==> src/rtl/hpdcache_sram_ctrl_pkg.sv <==
// Shared types for the 1RW SRAM initiator controller.
// Holds the sweep/run state encoding.
package hpdcache_sram_ctrl_pkg;

  typedef enum logic {
    ST_INIT = 1'b0,
    ST_RUN  = 1'b1
  } ctrl_state_e;

endpackage

==> src/rtl/hpdcache_sram_1rw_ctrl_if.sv <==
// Request/response handshake bundle between cache datapath
// and the SRAM controller.
interface hpdcache_sram_1rw_ctrl_if #(
  parameter int unsigned ADDR_SIZE = 6,
  parameter int unsigned DATA_SIZE = 64
) ();

  logic                 req_valid;
  logic                 req_ready;
  logic                 req_we;
  logic [ADDR_SIZE-1:0] req_addr;
  logic [DATA_SIZE-1:0] req_wdata;
  logic                 rsp_valid;
  logic                 rsp_ready;
  logic [DATA_SIZE-1:0] rsp_data;

  modport master (
    output req_valid, req_we, req_addr, req_wdata,
    output rsp_ready,
    input  req_ready, rsp_valid, rsp_data
  );

  modport slave (
    input  req_valid, req_we, req_addr, req_wdata,
    input  rsp_ready,
    output req_ready, rsp_valid, rsp_data
  );

endinterface

==> src/rtl/hpdcache_sram_rsp_hold.sv <==
// Read-response hold: bypasses SRAM rdata on the first cycle,
// captures it on backpressure so the payload stays stable.
module hpdcache_sram_rsp_hold #(
  parameter int unsigned DATA_SIZE = 64
) (
  input  logic                 clk,
  input  logic                 rst_n,
  input  logic                 i_inflight,
  input  logic [DATA_SIZE-1:0] i_rdata,
  input  logic                 i_rsp_ready,
  output logic                 o_rsp_valid,
  output logic [DATA_SIZE-1:0] o_rsp_data
);

  logic                 r_hold_valid;
  logic [DATA_SIZE-1:0] r_hold_data;

  assign o_rsp_valid = i_inflight | r_hold_valid;
  assign o_rsp_data  = r_hold_valid ? r_hold_data : i_rdata;

  always_ff @(posedge clk or negedge rst_n) begin
    if (!rst_n) begin
      r_hold_valid <= 1'b0;
      r_hold_data  <= '0;
    end else begin
      if (o_rsp_valid && i_rsp_ready) begin
        r_hold_valid <= 1'b0;
      end else if (o_rsp_valid) begin
        r_hold_valid <= 1'b1;
      end
      if (i_inflight && !r_hold_valid && !i_rsp_ready) begin
        r_hold_data <= i_rdata;
      end
    end
  end

endmodule

==> src/rtl/hpdcache_sram_1rw_ctrl.sv <==
// Single-port SRAM initiator: request/response handshake,
// one-cycle read latency, and a post-reset clear sweep.
module hpdcache_sram_1rw_ctrl
  import hpdcache_sram_ctrl_pkg::*;
#(
  parameter int unsigned          ADDR_SIZE   = 6,
  parameter int unsigned          DATA_SIZE   = 64,
  parameter int unsigned          DEPTH       = 2**ADDR_SIZE,
  parameter bit                   INIT_ENABLE = 1'b1,
  parameter logic [DATA_SIZE-1:0] INIT_VALUE  = '0
) (
  input  logic                 clk,
  input  logic                 rst_n,
  input  logic                 i_init_req,
  output logic                 o_init_done,
  hpdcache_sram_1rw_ctrl_if.slave bus,
  output logic                 o_sram_cs,
  output logic                 o_sram_we,
  output logic [ADDR_SIZE-1:0] o_sram_addr,
  output logic [DATA_SIZE-1:0] o_sram_wdata,
  input  logic [DATA_SIZE-1:0] i_sram_rdata
);

  localparam ctrl_state_e RST_STATE = INIT_ENABLE ? ST_INIT : ST_RUN;
  localparam logic [ADDR_SIZE-1:0] LAST = ADDR_SIZE'(DEPTH - 1);

  ctrl_state_e          r_state;
  ctrl_state_e          w_state_nxt;
  logic [ADDR_SIZE-1:0] r_cnt;
  logic [ADDR_SIZE-1:0] w_cnt_nxt;
  logic                 r_inflight;
  logic                 w_run;
  logic                 w_rsp_valid;
  logic                 w_init_go;
  logic                 w_req_ready;
  logic                 w_hs;

  assign w_run = (r_state == ST_RUN);

  // Re-clear only on an idle cycle: no response owed, no request pending
  assign w_init_go = INIT_ENABLE && w_run && i_init_req
                  && !w_rsp_valid && !bus.req_valid;

  assign w_req_ready = w_run && !(w_rsp_valid && !bus.rsp_ready)
                    && !w_init_go;
  assign w_hs        = bus.req_valid && w_req_ready;

  assign bus.req_ready = w_req_ready;
  assign bus.rsp_valid = w_rsp_valid;
  assign o_init_done   = w_run;

  always_ff @(posedge clk or negedge rst_n) begin
    if (!rst_n) begin
      r_state    <= RST_STATE;
      r_cnt      <= '0;
      r_inflight <= 1'b0;
    end else begin
      r_state    <= w_state_nxt;
      r_cnt      <= w_cnt_nxt;
      r_inflight <= w_hs && !bus.req_we;
    end
  end

  always_comb begin
    w_state_nxt = r_state;
    w_cnt_nxt   = r_cnt;
    unique case (r_state)
      ST_INIT: begin
        if (r_cnt == LAST) begin
          w_state_nxt = ST_RUN;
          w_cnt_nxt   = '0;
        end else begin
          w_cnt_nxt = r_cnt + ADDR_SIZE'(1);
        end
      end
      ST_RUN: begin
        if (w_init_go) w_state_nxt = ST_INIT;
      end
      default: w_state_nxt = RST_STATE;
    endcase
  end

  always_comb begin
    o_sram_cs    = 1'b0;
    o_sram_we    = 1'b0;
    o_sram_addr  = '0;
    o_sram_wdata = '0;
    if (!w_run) begin
      o_sram_cs    = 1'b1;
      o_sram_we    = 1'b1;
      o_sram_addr  = r_cnt;
      o_sram_wdata = INIT_VALUE;
    end else if (w_hs) begin
      o_sram_cs    = 1'b1;
      o_sram_we    = bus.req_we;
      o_sram_addr  = bus.req_addr;
      o_sram_wdata = bus.req_wdata;
    end
  end

  hpdcache_sram_rsp_hold #(
    .DATA_SIZE (DATA_SIZE)
  ) u_rsp_hold (
    .clk         (clk),
    .rst_n       (rst_n),
    .i_inflight  (r_inflight),
    .i_rdata     (i_sram_rdata),
    .i_rsp_ready (bus.rsp_ready),
    .o_rsp_valid (w_rsp_valid),
    .o_rsp_data  (bus.rsp_data)
  );

  a_addr_in_range: assert property (
    @(posedge clk) disable iff (!rst_n)
    w_hs |-> (32'(bus.req_addr) < DEPTH)
  );

endmodule

==> src/flat_wrapper.sv <==
// flat-port wrapper written by rule: the top's interface ports become plain ports
module hpdcache_sram_1rw_ctrl_flat import hpdcache_sram_ctrl_pkg::*;
#(
  parameter int unsigned          ADDR_SIZE   = 6,
  parameter int unsigned          DATA_SIZE   = 64,
  parameter int unsigned          DEPTH       = 2**ADDR_SIZE,
  parameter bit                   INIT_ENABLE = 1'b1,
  parameter logic [DATA_SIZE-1:0] INIT_VALUE  = '0
)
  (clk, rst_n, i_init_req, o_init_done, o_sram_cs, o_sram_we, o_sram_addr, o_sram_wdata, i_sram_rdata, bus_req_valid, bus_req_we, bus_req_addr, bus_req_wdata, bus_rsp_ready, bus_req_ready, bus_rsp_valid, bus_rsp_data);
  hpdcache_sram_1rw_ctrl_if #(.ADDR_SIZE(ADDR_SIZE), .DATA_SIZE(DATA_SIZE)) bus_i ();
  input  logic clk;
  input  logic rst_n;
  input  logic i_init_req;
  output logic o_init_done;
  output logic o_sram_cs;
  output logic o_sram_we;
  output logic [ADDR_SIZE-1:0] o_sram_addr;
  output logic [DATA_SIZE-1:0] o_sram_wdata;
  input  logic [DATA_SIZE-1:0] i_sram_rdata;
  input wire logic [$bits(bus_i.req_valid)-1:0] bus_req_valid;
  input wire logic [$bits(bus_i.req_we)-1:0] bus_req_we;
  input wire logic [$bits(bus_i.req_addr)-1:0] bus_req_addr;
  input wire logic [$bits(bus_i.req_wdata)-1:0] bus_req_wdata;
  input wire logic [$bits(bus_i.rsp_ready)-1:0] bus_rsp_ready;
  output wire logic [$bits(bus_i.req_ready)-1:0] bus_req_ready;
  output wire logic [$bits(bus_i.rsp_valid)-1:0] bus_rsp_valid;
  output wire logic [$bits(bus_i.rsp_data)-1:0] bus_rsp_data;
  assign bus_i.req_valid = bus_req_valid;
  assign bus_i.req_we = bus_req_we;
  assign bus_i.req_addr = bus_req_addr;
  assign bus_i.req_wdata = bus_req_wdata;
  assign bus_i.rsp_ready = bus_rsp_ready;
  assign bus_req_ready = bus_i.req_ready;
  assign bus_rsp_valid = bus_i.rsp_valid;
  assign bus_rsp_data = bus_i.rsp_data;
  hpdcache_sram_1rw_ctrl #(.ADDR_SIZE(ADDR_SIZE), .DATA_SIZE(DATA_SIZE), .DEPTH(DEPTH), .INIT_ENABLE(INIT_ENABLE), .INIT_VALUE(INIT_VALUE)) u_core (.clk(clk), .rst_n(rst_n), .i_init_req(i_init_req), .o_init_done(o_init_done), .bus(bus_i), .o_sram_cs(o_sram_cs), .o_sram_we(o_sram_we), .o_sram_addr(o_sram_addr), .o_sram_wdata(o_sram_wdata), .i_sram_rdata(i_sram_rdata));
endmodule
==> config.mk <==
export PLATFORM = sky130hd
export DESIGN_NAME = hpdcache_sram_1rw_ctrl_flat
export DESIGN_NICKNAME = d
export VERILOG_FILES = /design/src/rtl/hpdcache_sram_ctrl_pkg.sv /design/src/rtl/hpdcache_sram_1rw_ctrl_if.sv /design/src/rtl/hpdcache_sram_rsp_hold.sv /design/src/rtl/hpdcache_sram_1rw_ctrl.sv /design/src/flat_wrapper.sv
export SDC_FILE = /design/constraint.sdc
export NUM_CORES = 1
export LEC_CHECK = 0
export ABC_AREA = 1
export CAP_MARGIN = 20
export CORE_ASPECT_RATIO = 0.8
export CORE_MARGIN = 2
export CORE_UTILIZATION = 36
export CTS_CLUSTER_SIZE = 40
export DETAILED_ROUTE_END_ITERATION = 8
export GPL_TIMING_DRIVEN = 0
export PLACE_DENSITY = 0.81
export SLEW_MARGIN = 20
export SYNTH_ARGS = -nofsm -noshare
export SYNTH_HDL_FRONTEND = slang
export SYNTH_SLANG_ARGS = --single-unit
==> constraint.sdc <==
create_clock -name clk -period 1.3 [get_ports clk]
set_input_delay 0.195 -clock clk [delete_from_list [all_inputs] [get_ports clk]]
set_output_delay 0.195 -clock clk [all_outputs]
set_load 0.01 [all_outputs]
After elaboration in Yosys (flattened, before gate mapping)

Cells that the tools add are included.

Register bits: 73
Bits of input ports: 140
Output and inout port bits: 139
Word-level logic and storage cells: 43

$add $sub $neg: 1
Equality and inequality tests: 1
Mux-type cells: 15
Bitwise logic cells: 2
Reductions and logical operators: 19

Operators by type and width:

| operator              | number |
|---|---|
| $mux W64              | 3 |
| $mux W6               | 3 |
| $logic_and A1 B1 Y1   | 11 |
| $mux W1               | 8 |
| $logic_not A1 Y1      | 7 |
| $add A6 B1 Y6 const B | 1 |
| $eq A6 B6 Y1 const B  | 1 |
| $pmux W1 S2           | 1 |
| $reduce_bool A2 Y1    | 1 |
| $not A1 Y1            | 1 |
| $or A1 B1 Y1          | 1 |

Longest topological paths before layout

Word-level depth: 9
Gate-level depth with buffers: 6
Gate-level depth less buffers: 6

Modules after synthesis

Synthesis repeated with hierarchy kept, for this count alone.

Cells, all modules: 691
Area, all modules: 4404.2 µm²

Modules (own cells, without submodules):

| module                 | times used | cells each | area each (µm²) | seq. area each (µm²) |
|---|---|---|---|---|
| hpdcache_sram_rsp_hold | 1          | 488        | 3395.8          | 1626.6 |
| hpdcache_sram_1rw_ctrl | 1          | 203        | 1008.5          | 200.2 |

Least setup slack after synthesis

OpenSTA, ideal clock, no wires.

Path kind: flip-flop to output port
From: reg u_core.u_rsp_hold.r_hold_valid
To: out o_sram_wdata[54]
Arrival: 1.117 ns
Path slack: -0.012 ns
Cell stages (with the launch flop): 7
Path buffers: 1
Path through: dfrtp_1 > inv_1 > nand2_1 > nand2_2 > nand3_4 > buf_4 > nor2_1

Cells in the longest elaborated chain, start to end: 9
Elaborated cells on any way between the ends: 12
Those cells by class: 2 x mux; 1 x bitwise; 9 x reduce/logical

Ends and longest elaborated chain:

| item                             | line                         | RTL |
|---|---|---|
| start, declared                  | hpdcache_sram_rsp_hold.sv:15 | `logic r_hold_valid;` |
| start signal, assigned           | hpdcache_sram_rsp_hold.sv:23 | `r_hold_valid <= 1'b0;` |
| start signal, assigned           | hpdcache_sram_rsp_hold.sv:27 | `r_hold_valid <= 1'b0;` |
| start signal, assigned           | hpdcache_sram_rsp_hold.sv:29 | `r_hold_valid <= 1'b1;` |
| $or A1 B1 Y1 (*)                 | hpdcache_sram_rsp_hold.sv:18 | `assign o_rsp_valid = i_inflight \| r_hold_valid;` |
| via bus_rsp_valid                | flat_wrapper.sv:27           | `output wire logic [$bits(bus_i.rsp_valid)-1:0] bus_rsp_valid;` |
| $logic_not A1 Y1                 | hpdcache_sram_1rw_ctrl.sv:42 | `&& !w_rsp_valid && !bus.req_valid;` |
| $logic_and A1 B1 Y1 (2 in a row) | hpdcache_sram_1rw_ctrl.sv:42 |  |
| $logic_not A1 Y1                 | hpdcache_sram_1rw_ctrl.sv:45 | `&& !w_init_go;` |
| $logic_and A1 B1 Y1 (*)          | hpdcache_sram_1rw_ctrl.sv:45 |  |
| $logic_and A1 B1 Y1 (*)          | hpdcache_sram_1rw_ctrl.sv:46 | `assign w_hs = bus.req_valid && w_req_ready;` |
| $mux W64 (*)                     | hpdcache_sram_1rw_ctrl.sv:93 | `end else if (w_hs) begin` |
| $mux W64 (*)                     | hpdcache_sram_1rw_ctrl.sv:88 | `if (!w_run) begin` |
| end, declared                    | flat_wrapper.sv:19           | `output logic [DATA_SIZE-1:0] o_sram_wdata;` |

Mark *: on every way through the listed nets, which the timed path passes. The rest lies on a longest branch.

Worst setup path in the final report

From: reg u_core.r_inflight
To: out o_sram_wdata[31]

Cells in the longest elaborated chain, start to end: 9
Elaborated cells on any way between the ends: 12
Those cells by class: 2 x mux; 1 x bitwise; 9 x reduce/logical

Ends and longest elaborated chain:

| item                             | line                         | RTL |
|---|---|---|
| start, declared                  | hpdcache_sram_1rw_ctrl.sv:31 | `logic r_inflight;` |
| start signal, assigned           | hpdcache_sram_1rw_ctrl.sv:60 | `r_inflight <= w_hs && !bus.req_we;` |
| $or A1 B1 Y1 (*)                 | hpdcache_sram_rsp_hold.sv:18 |  |
| $logic_not A1 Y1                 | hpdcache_sram_1rw_ctrl.sv:42 |  |
| $logic_and A1 B1 Y1 (2 in a row) | hpdcache_sram_1rw_ctrl.sv:42 |  |
| $logic_not A1 Y1                 | hpdcache_sram_1rw_ctrl.sv:45 |  |
| $logic_and A1 B1 Y1 (*)          | hpdcache_sram_1rw_ctrl.sv:45 |  |
| $logic_and A1 B1 Y1 (*)          | hpdcache_sram_1rw_ctrl.sv:46 |  |
| $mux W64 (*)                     | hpdcache_sram_1rw_ctrl.sv:93 |  |
| $mux W64 (*)                     | hpdcache_sram_1rw_ctrl.sv:88 |  |

Mark *: on every way between the ends. The rest lies on a longest branch, timed or not.

==> metrics.txt <==
status=finished with violations; failing checks=negative setup slack; RSZ-0062 raised after global routing=true; Synth Net Count=763; IO Port Bufs=278; # diodes=0; first-pass GRT wire length=25300 µm; worst-path fanout max=6; share of the synthesized area in the top cell type=43.8%; Yosys reg bits=73; number of vias per cell=4.88; Gate Count Post-Synth=622; slowest CP cell=dfrtp_1; clk_skew=0.00386 ns; syn avg cell area=6.71 µm²; Max-Cap Viols=0; tightest hold margin=0.321 ns; Max Clk Rate=536 MHz; root buffer cell=clkbuf_16; worst vdd ir=0.719 mV; Synth warnings=0; Slew Viols, Final=0; P&R area growth vs syn=116%; delay of the slowest critical-path stage=0.39 ns; TritonCTS buffer count=9; initial antenna violation count=0; routed vias=5495; Slew @ Worst Pin=0.470 ns; final worst path period need=1.87 ns; Die Y=100 µm; CTS tree=done; Tightest Hold Check Type=in2async; clk buf depth=2; WP data arrival=1.67 ns; vias in the first global route=4841; Logic pwr share=45.8%; Net Sw Frac=38.2%; Worst EP required=1.11 ns; pwr/cell area=1300 nW/µm²; drc violations=0; GRT Util Overall=25.2%; Slew headroom=68.6%; GP Congestion=0.814; critical path class=reg2out; Tcrit/Tclk final=144%; filler cell count=721; starting density of the core=36.5%; share of cells above drive strength 1=43.6%; die area=12500 µm²; sequential element share of the synthesized area=43.8%; H-tree depth=3; Clock Latency Late Sink=0.33 ns; endpoint class of the critical path=primary output; most common cell in the netlist=nand2_1; wire per inst=17.0 µm; post-DP HPWL=11200 µm; Synth async-reset ratio=100%; Main synth FF type=dfrtp_1; largest net degree at the start of global routing=52; CTS Sinks=73; number of routed nets with antenna violations=0; IO Pins=279; Post-synth EDFFs=0; Initial DRC Count=249; DR pass1 iterations=5; Core Rows=35; fin util=78.9%; final net count=1115; WL final=19200 µm; Hold Fails Final Rpt=0; Sw Pwr=4.48 mW; Worst-path clk slew=0.06 ns; largest cells by area after synthesis=dfrtp_1, o21ai_0, nand2_1; most common library cells after synthesis=nand2_1, inv_1, o21ai_0; Setup WS post-layout=-0.567 ns; clock power share=21.4%; post-synth cell types=17; CORE AREA=11400 µm²; Pint=7.25 mW; CP Launch Type=flop; Mapped Area=4180 µm²; Pleak=4.75 nW; critical-path cell list=inv_1, nand2_4, nand2_8, nand3_4, clkbuf_16, nor2_1, buf_2; Die X=124 µm; largest area contributor in the netlist=dfrtp_1; sequential share of power=32.8%; GRT Residual Overflow=0; Final setup viols=202
## worst max-delay path, delay by kind of cell, from the launching register on
| kind | cells | cell delay (ns) |
|---|---|---|
| flops | 1 | 0.39 |
| buf+inv | 3 | 0.50 |
| simple gates | 4 | 0.45 |
## metal layers
layer	track usage [%]	wire, µm	vias to the layer above
met2	40.8	9810	232
met4	6.66	510	0
met5	0	0	-
met1	33.6	7680	2627
li1	-	-	2592
met3	6.88	1170	44
## power groups by stage
| stage | clock (mW) | sequential [mW] | combinational (mW) |
|---|---|---|---|
| 2_1_floorplan | 0 | 3.47 | 1.88 |
| 3_3_place_gp | 0 | 3.54 | 3.89 |
| 3_5_place_dp | 0 | 3.56 | 3.99 |
| 4_1_cts | 2.54 | 3.61 | 4.17 |
| 5_1_grt | 2.64 | 3.94 | 5.81 |
| 6_report | 2.51 | 3.85 | 5.37 |
## cells in the final DEF, fill, tap and decap left out, drive strengths merged
cell type	count
o21ai	137
a21oi	1
xor2	1
dlymetal6s2s	1
dlygate4sd3	1
nor2	72
clkdlybuf4s50	137
inv	145
dfrtp	73
ha	1
clkdlybuf4s15	1
nand3	6
clkinv	1
nand2	150
nand4	3
clkbuf	19
buf	226
clkinvlp	3
bufinv	1
## what timing repair did
| item | in CTS | in global routing |
|---|---|---|
| pin swaps | 12 | 24 |
| endpoints found under the hold margin | 22 | 0 |
| buffers inserted | 34 | 18 |
| endpoints found under the setup margin | 151 | 205 |
| resized for setup | 746 | 383 |
| cloned | 10 | 6 |
| hold buffers | 1 | 0 |
## final cells by class
type	count	area, µm²	share of cell area (%)
flip-flops and latches	73	1830	20.3
inverters	144	543	6.03
multi-input cells	371	2510	27.8
clock inverters	6	66.3	0.736
plain buffers	33	438	4.86
clock buffers	10	239	2.65
well taps	148	185	2.05
repair buffers	342	3210	35.6
## per-stage QoR
step	std cells	power, mW	cell area (µm²)	TNS, ns	worst slack [ns]
floorplan	622	5.35	4180	-0.706	-0.0120
global placement	1048	7.43	7140	-285.89	-2.50
detailed placement	1049	7.56	7170	-106.92	-0.805
CTS	1109	10.3	7840	-62.61	-0.568
global route	1127	12.4	9010	-76.88	-0.633
finish	1127	11.7	9010	-63.99	-0.567
## sequential cells by signal, indices dropped and copies added, names as in the netlist
| signal | flops |
|---|---|
| u_core.u_rsp_hold.r_hold_data | 64 |
| u_core.r_cnt | 6 |
| u_core.o_init_done | 1 |
| u_core.r_inflight | 1 |
| u_core.u_rsp_hold.r_hold_valid | 1 |
## cells by family after synthesis
| logic type | Yosys count | synth area share (%) |
|---|---|---|
| buffers and inverters | 180 | 17.6 |
| AOI/OAI and AO/OA | 138 | 16.9 |
| and+or+nand+nor | 229 | 21.2 |
| adders and majority gates | 1 | 0.300 |
| xor gates and xnor gates | 1 | 0.210 |
| DFF | 73 | 43.8 |
## worst paths after layout
| kind | depth (start not counted) | startpoint | endpoint | slack (ns) |
|---|---|---|---|---|
| worst max-delay path | 7 | u_core.r_inflight | o_sram_wdata[31] | -0.57 |
| worst min-delay path | 2 | rst_n | u_core.u_rsp_hold.r_hold_data[56] | 0.32 |
| worst max register to register | 8 | u_core.u_rsp_hold.r_hold_valid | u_core.u_rsp_hold.r_hold_data[62] | -0.12 |
| worst min register to register | 2 | u_core.u_rsp_hold.r_hold_data[16] | u_core.u_rsp_hold.r_hold_data[16] | 0.50 |
| max in group asynchronous | 3 | rst_n | u_core.o_init_done | 0.40 |
| min in group clk | 2 | bus_req_we | u_core.r_inflight | 0.42 |
No activity file was read; power rests on OpenSTA's default activity.
